===== config.mk =====
export PLATFORM = sky130hd
export DESIGN_NAME = pe_mac_array
export DESIGN_NICKNAME = d
export VERILOG_FILES = /design/src/rtl/pe_mac_array_pkg.sv /design/src/rtl/pe_mac_array_lane.sv /design/src/rtl/pe_mac_array.sv
export SDC_FILE = /design/constraint.sdc
export NUM_CORES = 2
export LEC_CHECK = 0
export BUFFER_PORTS_ARGS = -buffer_cell sky130_fd_sc_hd__buf_4
export CAP_MARGIN = 25
export CELL_PAD_IN_SITES_DETAIL_PLACEMENT = 2
export CELL_PAD_IN_SITES_GLOBAL_PLACEMENT = 2
export CORE_AREA = 4 4 362 364
export DETAILED_ROUTE_END_ITERATION = 8
export DIE_AREA = 0 0 366 368
export PLACE_DENSITY_LB_ADDON = 0.1
export SYNTH_ARGS = -nofsm -noshare
export SYNTH_HDL_FRONTEND = slang
export SYNTH_SLANG_ARGS = --single-unit

===== constraint.sdc =====
create_clock -name i_clk -period 9.5 [get_ports i_clk]
set_input_delay 0 -clock i_clk [delete_from_list [all_inputs] [get_ports i_clk]]
set_output_delay 0 -clock i_clk [all_outputs]
set_load 0.1 [all_outputs]

===== src/rtl/pe_mac_array_pkg.sv =====
// PEMacCfg: state encoding, job configuration record and default sizes for pe_mac_array.
package PEMacCfg;
    localparam int DEF_ROWS      = 4;
    localparam int DEF_DWD       = 8;
    localparam int DEF_PSUMDWD   = 20;
    localparam int DEF_WPADDEPTH = 16;
    localparam int CONF_TW       = 16;

    typedef enum logic [2:0] {
        S_IDLE,
        S_LOAD_W,
        S_PSIN,
        S_COMPUTE,
        S_DRAIN,
        S_OUT
    } PEMacState;

    typedef struct packed {
        logic [CONF_TW-1:0] taps;
        logic               reuse_w;
        logic               psum_in;
    } PEMacConf;
endpackage


===== src/rtl/pe_mac_array_lane.sv =====
// pe_mac_lane: one MAC lane holding its weight pad, FS/MS/SS pipeline and accumulator.
// Build option PE_MAC_SAT_EN: the SS add saturates instead of wrapping.
module pe_mac_lane
    import PEMacCfg::*;
#(
    parameter int DWD       = DEF_DWD,
    parameter int PSUMDWD   = DEF_PSUMDWD,
    parameter int WPADDEPTH = DEF_WPADDEPTH,
    parameter int AW        = $clog2(WPADDEPTH)
) (
    input  logic               i_clk,
    input  logic               i_rst,
    input  logic               i_wr_en,
    input  logic [AW-1:0]      i_wr_addr,
    input  logic [DWD-1:0]     i_wr_data,
    input  logic               i_clr,
    input  logic               i_seed,
    input  logic [PSUMDWD-1:0] i_psum_in,
    input  logic               i_fs_en,
    input  logic [AW-1:0]      i_tap,
    input  logic [DWD-1:0]     i_x,
    input  logic               i_ss_en,
    output logic [PSUMDWD-1:0] o_acc
);
    logic [WPADDEPTH-1:0][DWD-1:0] r_pad;
    logic signed [DWD-1:0]         r_x;
    logic signed [DWD-1:0]         r_w;
    logic signed [2*DWD-1:0]       r_prod;
    logic signed [PSUMDWD-1:0]     r_acc;
    logic signed [PSUMDWD-1:0]     w_ext;
    logic signed [PSUMDWD-1:0]     w_sum;

    assign w_ext = PSUMDWD'(r_prod);

`ifdef PE_MAC_SAT_EN
    logic signed [PSUMDWD:0] w_wide;
    // One guard bit is enough: a single product never exceeds the psum range.
    assign w_wide = (PSUMDWD+1)'(r_acc) + (PSUMDWD+1)'(w_ext);
    assign w_sum  = (w_wide[PSUMDWD] != w_wide[PSUMDWD-1])
                  ? {w_wide[PSUMDWD], {(PSUMDWD-1){~w_wide[PSUMDWD]}}}
                  : w_wide[PSUMDWD-1:0];
`else
    assign w_sum = r_acc + w_ext;
`endif

    always_ff @(posedge i_clk or negedge i_rst) begin
        if (!i_rst) begin
            r_pad <= '0;
        end else if (i_wr_en) begin
            r_pad[i_wr_addr] <= i_wr_data;
        end
    end

    always_ff @(posedge i_clk or negedge i_rst) begin
        if (!i_rst) begin
            r_x    <= '0;
            r_w    <= '0;
            r_prod <= '0;
            r_acc  <= '0;
        end else begin
            if (i_fs_en) begin
                r_x <= i_x;
                r_w <= r_pad[i_tap];
            end
            r_prod <= r_x * r_w;
            if (i_clr)
                r_acc <= '0;
            else if (i_seed)
                r_acc <= i_psum_in;
            else if (i_ss_en)
                r_acc <= w_sum;
        end
    end

    assign o_acc = r_acc;
endmodule


===== src/rtl/pe_mac_array.sv =====
// pe_mac_array: ROWS MAC lanes sharing a broadcast input stream, sequenced by a handshake FSM.
// Build option PE_MAC_SAT_EN: lanes saturate their accumulators instead of wrapping.
module pe_mac_array
    import PEMacCfg::*;
#(
    parameter int ROWS      = DEF_ROWS,
    parameter int DWD       = DEF_DWD,
    parameter int PSUMDWD   = DEF_PSUMDWD,
    parameter int WPADDEPTH = DEF_WPADDEPTH,
    parameter int KW        = $clog2(WPADDEPTH+1)
) (
    input  logic                         i_clk,
    input  logic                         i_rst,
    input  logic                         Cfg_rdy,
    output logic                         Cfg_ack,
    input  logic [KW-1:0]                i_cfg_taps,
    input  logic                         i_cfg_reuse_w,
    input  logic                         i_cfg_psum_in,
    input  logic                         Weight_rdy,
    output logic                         Weight_ack,
    input  logic [ROWS-1:0][DWD-1:0]     i_weight,
    input  logic                         Input_rdy,
    output logic                         Input_ack,
    input  logic [DWD-1:0]               i_input,
    input  logic                         Psum_in_rdy,
    output logic                         Psum_in_ack,
    input  logic [ROWS-1:0][PSUMDWD-1:0] i_psum_in,
    output logic                         Psum_out_rdy,
    input  logic                         Psum_out_ack,
    output logic [ROWS-1:0][PSUMDWD-1:0] o_psum,
    output logic                         o_busy
);
    localparam int AW = $clog2(WPADDEPTH);

    PEMacState                    r_state;
    PEMacState                    w_next;
    PEMacConf                     r_cfg;
    logic [KW-1:0]                r_cnt;
    logic [KW-1:0]                w_taps;
    logic [KW-1:0]                w_k;
    logic [2:0]                   r_vld;
    logic                         w_last;
    logic                         w_cfg_xfer;
    logic                         w_wt_xfer;
    logic                         w_ps_xfer;
    logic                         w_in_xfer;
    logic                         w_unused;
    logic [ROWS-1:0][PSUMDWD-1:0] w_acc;

    assign w_taps     = (i_cfg_taps > KW'(WPADDEPTH)) ? KW'(WPADDEPTH) : i_cfg_taps;
    assign w_k        = r_cfg.taps[KW-1:0];
    assign w_last     = (r_cnt + KW'(1)) == w_k;
    assign w_cfg_xfer = Cfg_rdy && Cfg_ack;
    assign w_wt_xfer  = Weight_rdy && Weight_ack;
    assign w_ps_xfer  = Psum_in_rdy && Psum_in_ack;
    assign w_in_xfer  = Input_rdy && Input_ack;
    assign w_unused   = ^{r_cfg.taps[CONF_TW-1:KW], r_cfg.reuse_w};
    assign o_busy     = r_state != S_IDLE;
    assign o_psum     = (r_state == S_OUT) ? w_acc : '0;

    always_comb begin
        w_next       = r_state;
        Cfg_ack      = 1'b0;
        Weight_ack   = 1'b0;
        Psum_in_ack  = 1'b0;
        Input_ack    = 1'b0;
        Psum_out_rdy = 1'b0;
        case (r_state)
            S_IDLE: begin
                Cfg_ack = i_rst;
                if (Cfg_rdy)
                    w_next = (!i_cfg_reuse_w && w_taps != '0) ? S_LOAD_W
                           : i_cfg_psum_in ? S_PSIN : S_COMPUTE;
            end
            S_LOAD_W: begin
                Weight_ack = 1'b1;
                if (Weight_rdy && w_last)
                    w_next = r_cfg.psum_in ? S_PSIN : S_COMPUTE;
            end
            S_PSIN: begin
                Psum_in_ack = 1'b1;
                if (Psum_in_rdy)
                    w_next = S_COMPUTE;
            end
            S_COMPUTE: begin
                Input_ack = r_cnt < w_k;
                if (w_k == '0)
                    w_next = S_OUT;
                else if (Input_rdy && w_last)
                    w_next = S_DRAIN;
            end
            S_DRAIN: begin
                if (r_vld == '0)
                    w_next = S_OUT;
            end
            S_OUT: begin
                Psum_out_rdy = 1'b1;
                if (Psum_out_ack)
                    w_next = S_IDLE;
            end
            default: w_next = S_IDLE;
        endcase
    end

    // r_vld[0]/[1]/[2]: FS, MS and SS stages hold a real tap; DRAIN waits for all three to empty.
    always_ff @(posedge i_clk or negedge i_rst) begin
        if (!i_rst) begin
            r_state <= S_IDLE;
            r_cfg   <= '0;
            r_cnt   <= '0;
            r_vld   <= '0;
        end else begin
            r_state <= w_next;
            if (w_cfg_xfer)
                r_cfg <= '{taps: CONF_TW'(w_taps), reuse_w: i_cfg_reuse_w, psum_in: i_cfg_psum_in};
            r_cnt <= (w_next != r_state) ? '0
                   : (w_wt_xfer || w_in_xfer) ? r_cnt + KW'(1) : r_cnt;
            r_vld <= {r_vld[1:0], w_in_xfer};
        end
    end

    for (genvar g = 0; g < ROWS; g++) begin : g_lane
        pe_mac_lane #(
            .DWD       (DWD),
            .PSUMDWD   (PSUMDWD),
            .WPADDEPTH (WPADDEPTH)
        ) u_lane (
            .i_clk     (i_clk),
            .i_rst     (i_rst),
            .i_wr_en   (w_wt_xfer),
            .i_wr_addr (r_cnt[AW-1:0]),
            .i_wr_data (i_weight[g]),
            .i_clr     (w_cfg_xfer),
            .i_seed    (w_ps_xfer),
            .i_psum_in (i_psum_in[g]),
            .i_fs_en   (w_in_xfer),
            .i_tap     (r_cnt[AW-1:0]),
            .i_x       (i_input),
            .i_ss_en   (r_vld[1]),
            .o_acc     (w_acc[g])
        );
    end
endmodule

==> run metrics <==
multiplexer area fraction after synthesis 22.53%; total grt overflow 0; Final Instance Area 52390 sq um; DIE AREA 134700 sq um; H-tree depth 3; largest family of logic cells by synthesized area multiplexers; Synth Area in Simple Gates 8.687%; Crit Path Class flop to flop; CTS tree done; normalized max-slew margin 26.27%; worst reg2reg startpoint g_lane[2].u_lane.r_x[0]$_DFFE_PN0P_; Worst setup EP type flop; hpwl dp 89220 um; final hold vios 0; critical path's top delay family adder cells; syn_nets 4292; status complete, no violations; #FFs+latches synth 713; Filler cells 13000; cell mode on critical path fa_1; largest net degree at the start of global routing 172; RSZ-0062 raised after global routing false; Hold EP g_lane[3].u_lane.o_acc[14]$_DFFE_PN0P_; Synth area leader dfrtp_1; Critical Path Start Type flop; dpl cell area 47910 sq um; GRT Overall Usage 20.58%; critical path arrival 5.75 ns; Clock Latency Late Sink 0.67 ns; CP bufs+invs 4; FF-to-FF setup slack 4.35 ns; PortBufs 219; cts hold-fix bufs 152; TritonCTS Sinks 713; post-synth top area share 40.05%; die height 368 um; Post-synth top cells 713 x dfrtp_1, 548 x mux2_2, 364 x inv_1, 224 x fa_1, 201 x ha_1; CTS buffer count 88; Max Buffers Root-to-Sink 3; Final GP Congestion 0.7457; Req. time, crit path 10.09 ns; post-synthesis sequential area ratio 40.05%; Fin Setup TNS 0 ns; Final min period 5.152 ns; pre-CTS WS 4.346 ns; Core Footprint 127400 sq um; worst path cell trace buf_4 > nand2b_1 > fa_1 > fa_1 > inv_1 > fa_1 > inv_1 > fa_1 > inv_1 > ha_1 > o21ai_0 > a21boi_0 > o21ai_0 > a21boi_0 > o21ai_0 > a21boi_0 > or4_1 > nand3_1; Async S/R FF share, synth 100.0%; FF/Latch Area 17860 sq um; footprint of the multi-input gates 24570 sq um; post-synthesis cell count 3733; Final Skew 0.02849 ns; hold_sp Cfg_rdy; Post-Syn Area 44550 sq um; first-pass GRT wire length 215900 um; Post-synth top flop dfrtp_1; Synth cell types 65; DRT iter0 DRCs 1266; CTS root buf clkbuf_16; Post-CTS Setup Bufs 0; nets@finish 4580; Synth area leaders dfrtp_1 40%, mux2_2 14%, fa_1 10%, mux4_2 8.1%, ha_1 5.6%; Largest stage delay, worst path 0.60 ns; Ports 220; endpoints failing setup 0; placed cells 5441; DRC violations left 0; Syn Area/Cell 11.93 sq um; Worst-path clk slew 0.06 ns; row cnt 131; r2r worst-path depth 18; HP Class primary input to flop; pin slew with the least headroom to its limit 1.106 ns; share of cells above drive strength 1 28.12%; FF-to-FF End g_lane[1].u_lane.r_prod[14]$_DFF_PN0_; Warnings, synthesis 0; top-count cell post-synth dfrtp_1; Synth Area in XOR/XNOR 2.180%; post_cts resized 0; vias in the first global route 34440; Area growth, synth to finish 17.61%; MaxCap Viol Count 0; Final period util 54.23%; Worst Hold Depth 4; FMAX 194.1 MHz; critical path fanouts, max 21; routed via count 29930; Compound-Gate Fraction of Synth Area 5.901%; Routed Antenna Nets 0; drt total wl 136600 um; initial core utilization 34.98%; die width 366 um; adder-cell share of the synthesized area 15.71%; initial antenna violation count 9; Setup WS post-layout 4.348 ns; Layout Cells excl Fill 5751; drt pass-1 iters 5; DR WL/cell 23.75 um; max-slew violation count 0; Post-synth EDFFs 0; Slowest cell on crit path dfrtp_1; drt via density 5.205
## worst min-delay path: cells and delay by family
family	cells	cell delay (ns)
simple gates	1	0.27
buf+inv	1	0.09
compound gates	2	0.24
## flip-flops by register name, summed over array words and instances (netlist names), 5 cells and up
register,cells
r_cfg,6
r_cnt,5
g_lane.u_lane.r_prod,64
g_lane.u_lane.r_pad,512
g_lane.u_lane.r_x,8
g_lane.u_lane.r_w,32
g_lane.u_lane.o_acc,80
## worst max-delay path by stage
stage                                              startpoint                               endpoint  slack [ns]  cells after the start
after global routing      g_lane[2].u_lane.r_x[0]$_DFFE_PN0P_  g_lane[1].u_lane.r_prod[14]$_DFF_PN0_        3.91                     20
after global placement    g_lane[2].u_lane.r_x[6]$_DFFE_PN0P_  g_lane[0].u_lane.r_prod[14]$_DFF_PN0_        4.47                     19
after CTS                 g_lane[2].u_lane.r_x[0]$_DFFE_PN0P_  g_lane[1].u_lane.r_prod[14]$_DFF_PN0_        4.32                     18
final                     g_lane[2].u_lane.r_x[0]$_DFFE_PN0P_  g_lane[1].u_lane.r_prod[14]$_DFF_PN0_        4.35                     18
after detailed placement  g_lane[2].u_lane.r_x[0]$_DFFE_PN0P_  g_lane[1].u_lane.r_prod[14]$_DFF_PN0_        4.35                     18
after floorplan                          r_cnt[0]$_DFFE_PN0P_    g_lane[0].u_lane.r_w[0]$_DFFE_PN0P_        3.71                     14
## metrics by stage
stage,util (%),hold slack [ns]
after global routing,41.13,0.06564
after floorplan,-,-0.2956
after global placement,37.60,-0.009412
after CTS,41.13,0.001838
after detailed placement,37.62,-0.005076
final,41.14,0.01343
## layout make-up
| cell class | instances | share of cell area, % |
|---|---|---|
| antenna | 3 | 0.01433 |
| clock buffer | 120 | 4.834 |
| clock inverter | 35 | 0.7714 |
| inverter | 366 | 2.622 |
| multi-input combinational | 2436 | 46.89 |
| sequential | 713 | 34.09 |
| tap | 1662 | 3.969 |
| timing repair buffer | 416 | 6.807 |
## logic make-up after synthesis
family	after synthesis
AND/OR/NAND/NOR	756
multiplexers	734
XOR/XNOR	110
flip-flops	713
buffers and inverters	584
adder cells (fa/ha/maj)	425
AO/OA/AOI/OAI	411
## per-layer routing
layer  vias up  global-route usage, %  wire [um]
met5         -                      0         14
met3       129                  2.377       3936
met2       391                  36.11      68290
met1     15960                  27.70      62380
met4         2                  3.810       1970
li1      13460                      -          -
## placed cells by master, fill, tap and decap left out, types with 7 or more instances in the layout
master,count
a211oi_1,40
a21boi_0,16
a21o_1,28
a21oi_1,117
a31oi_1,12
and2_1,155
and3_1,93
buf_4,260
clkbuf_1,11
clkbuf_16,88
clkbuf_8,21
clkinv_2,24
dfrtp_1,707
dlygate4sd3_1,151
fa_1,224
ha_1,201
inv_1,363
mux2_2,548
mux2i_1,26
mux4_2,160
nand2_1,180
nand2_2,7
nand2b_1,21
nand3_1,21
nand3b_1,10
nand4_1,8
nor2_1,142
nor2b_1,37
nor3_1,42
o211ai_1,16
o21a_1,24
o21ai_0,91
o21bai_1,18
o31a_1,9
or3_1,13
xnor2_1,87
xor2_1,22
Power is not shown: default switching activity piles up to over one toggle a cycle in this logic, so the estimate is an artifact.
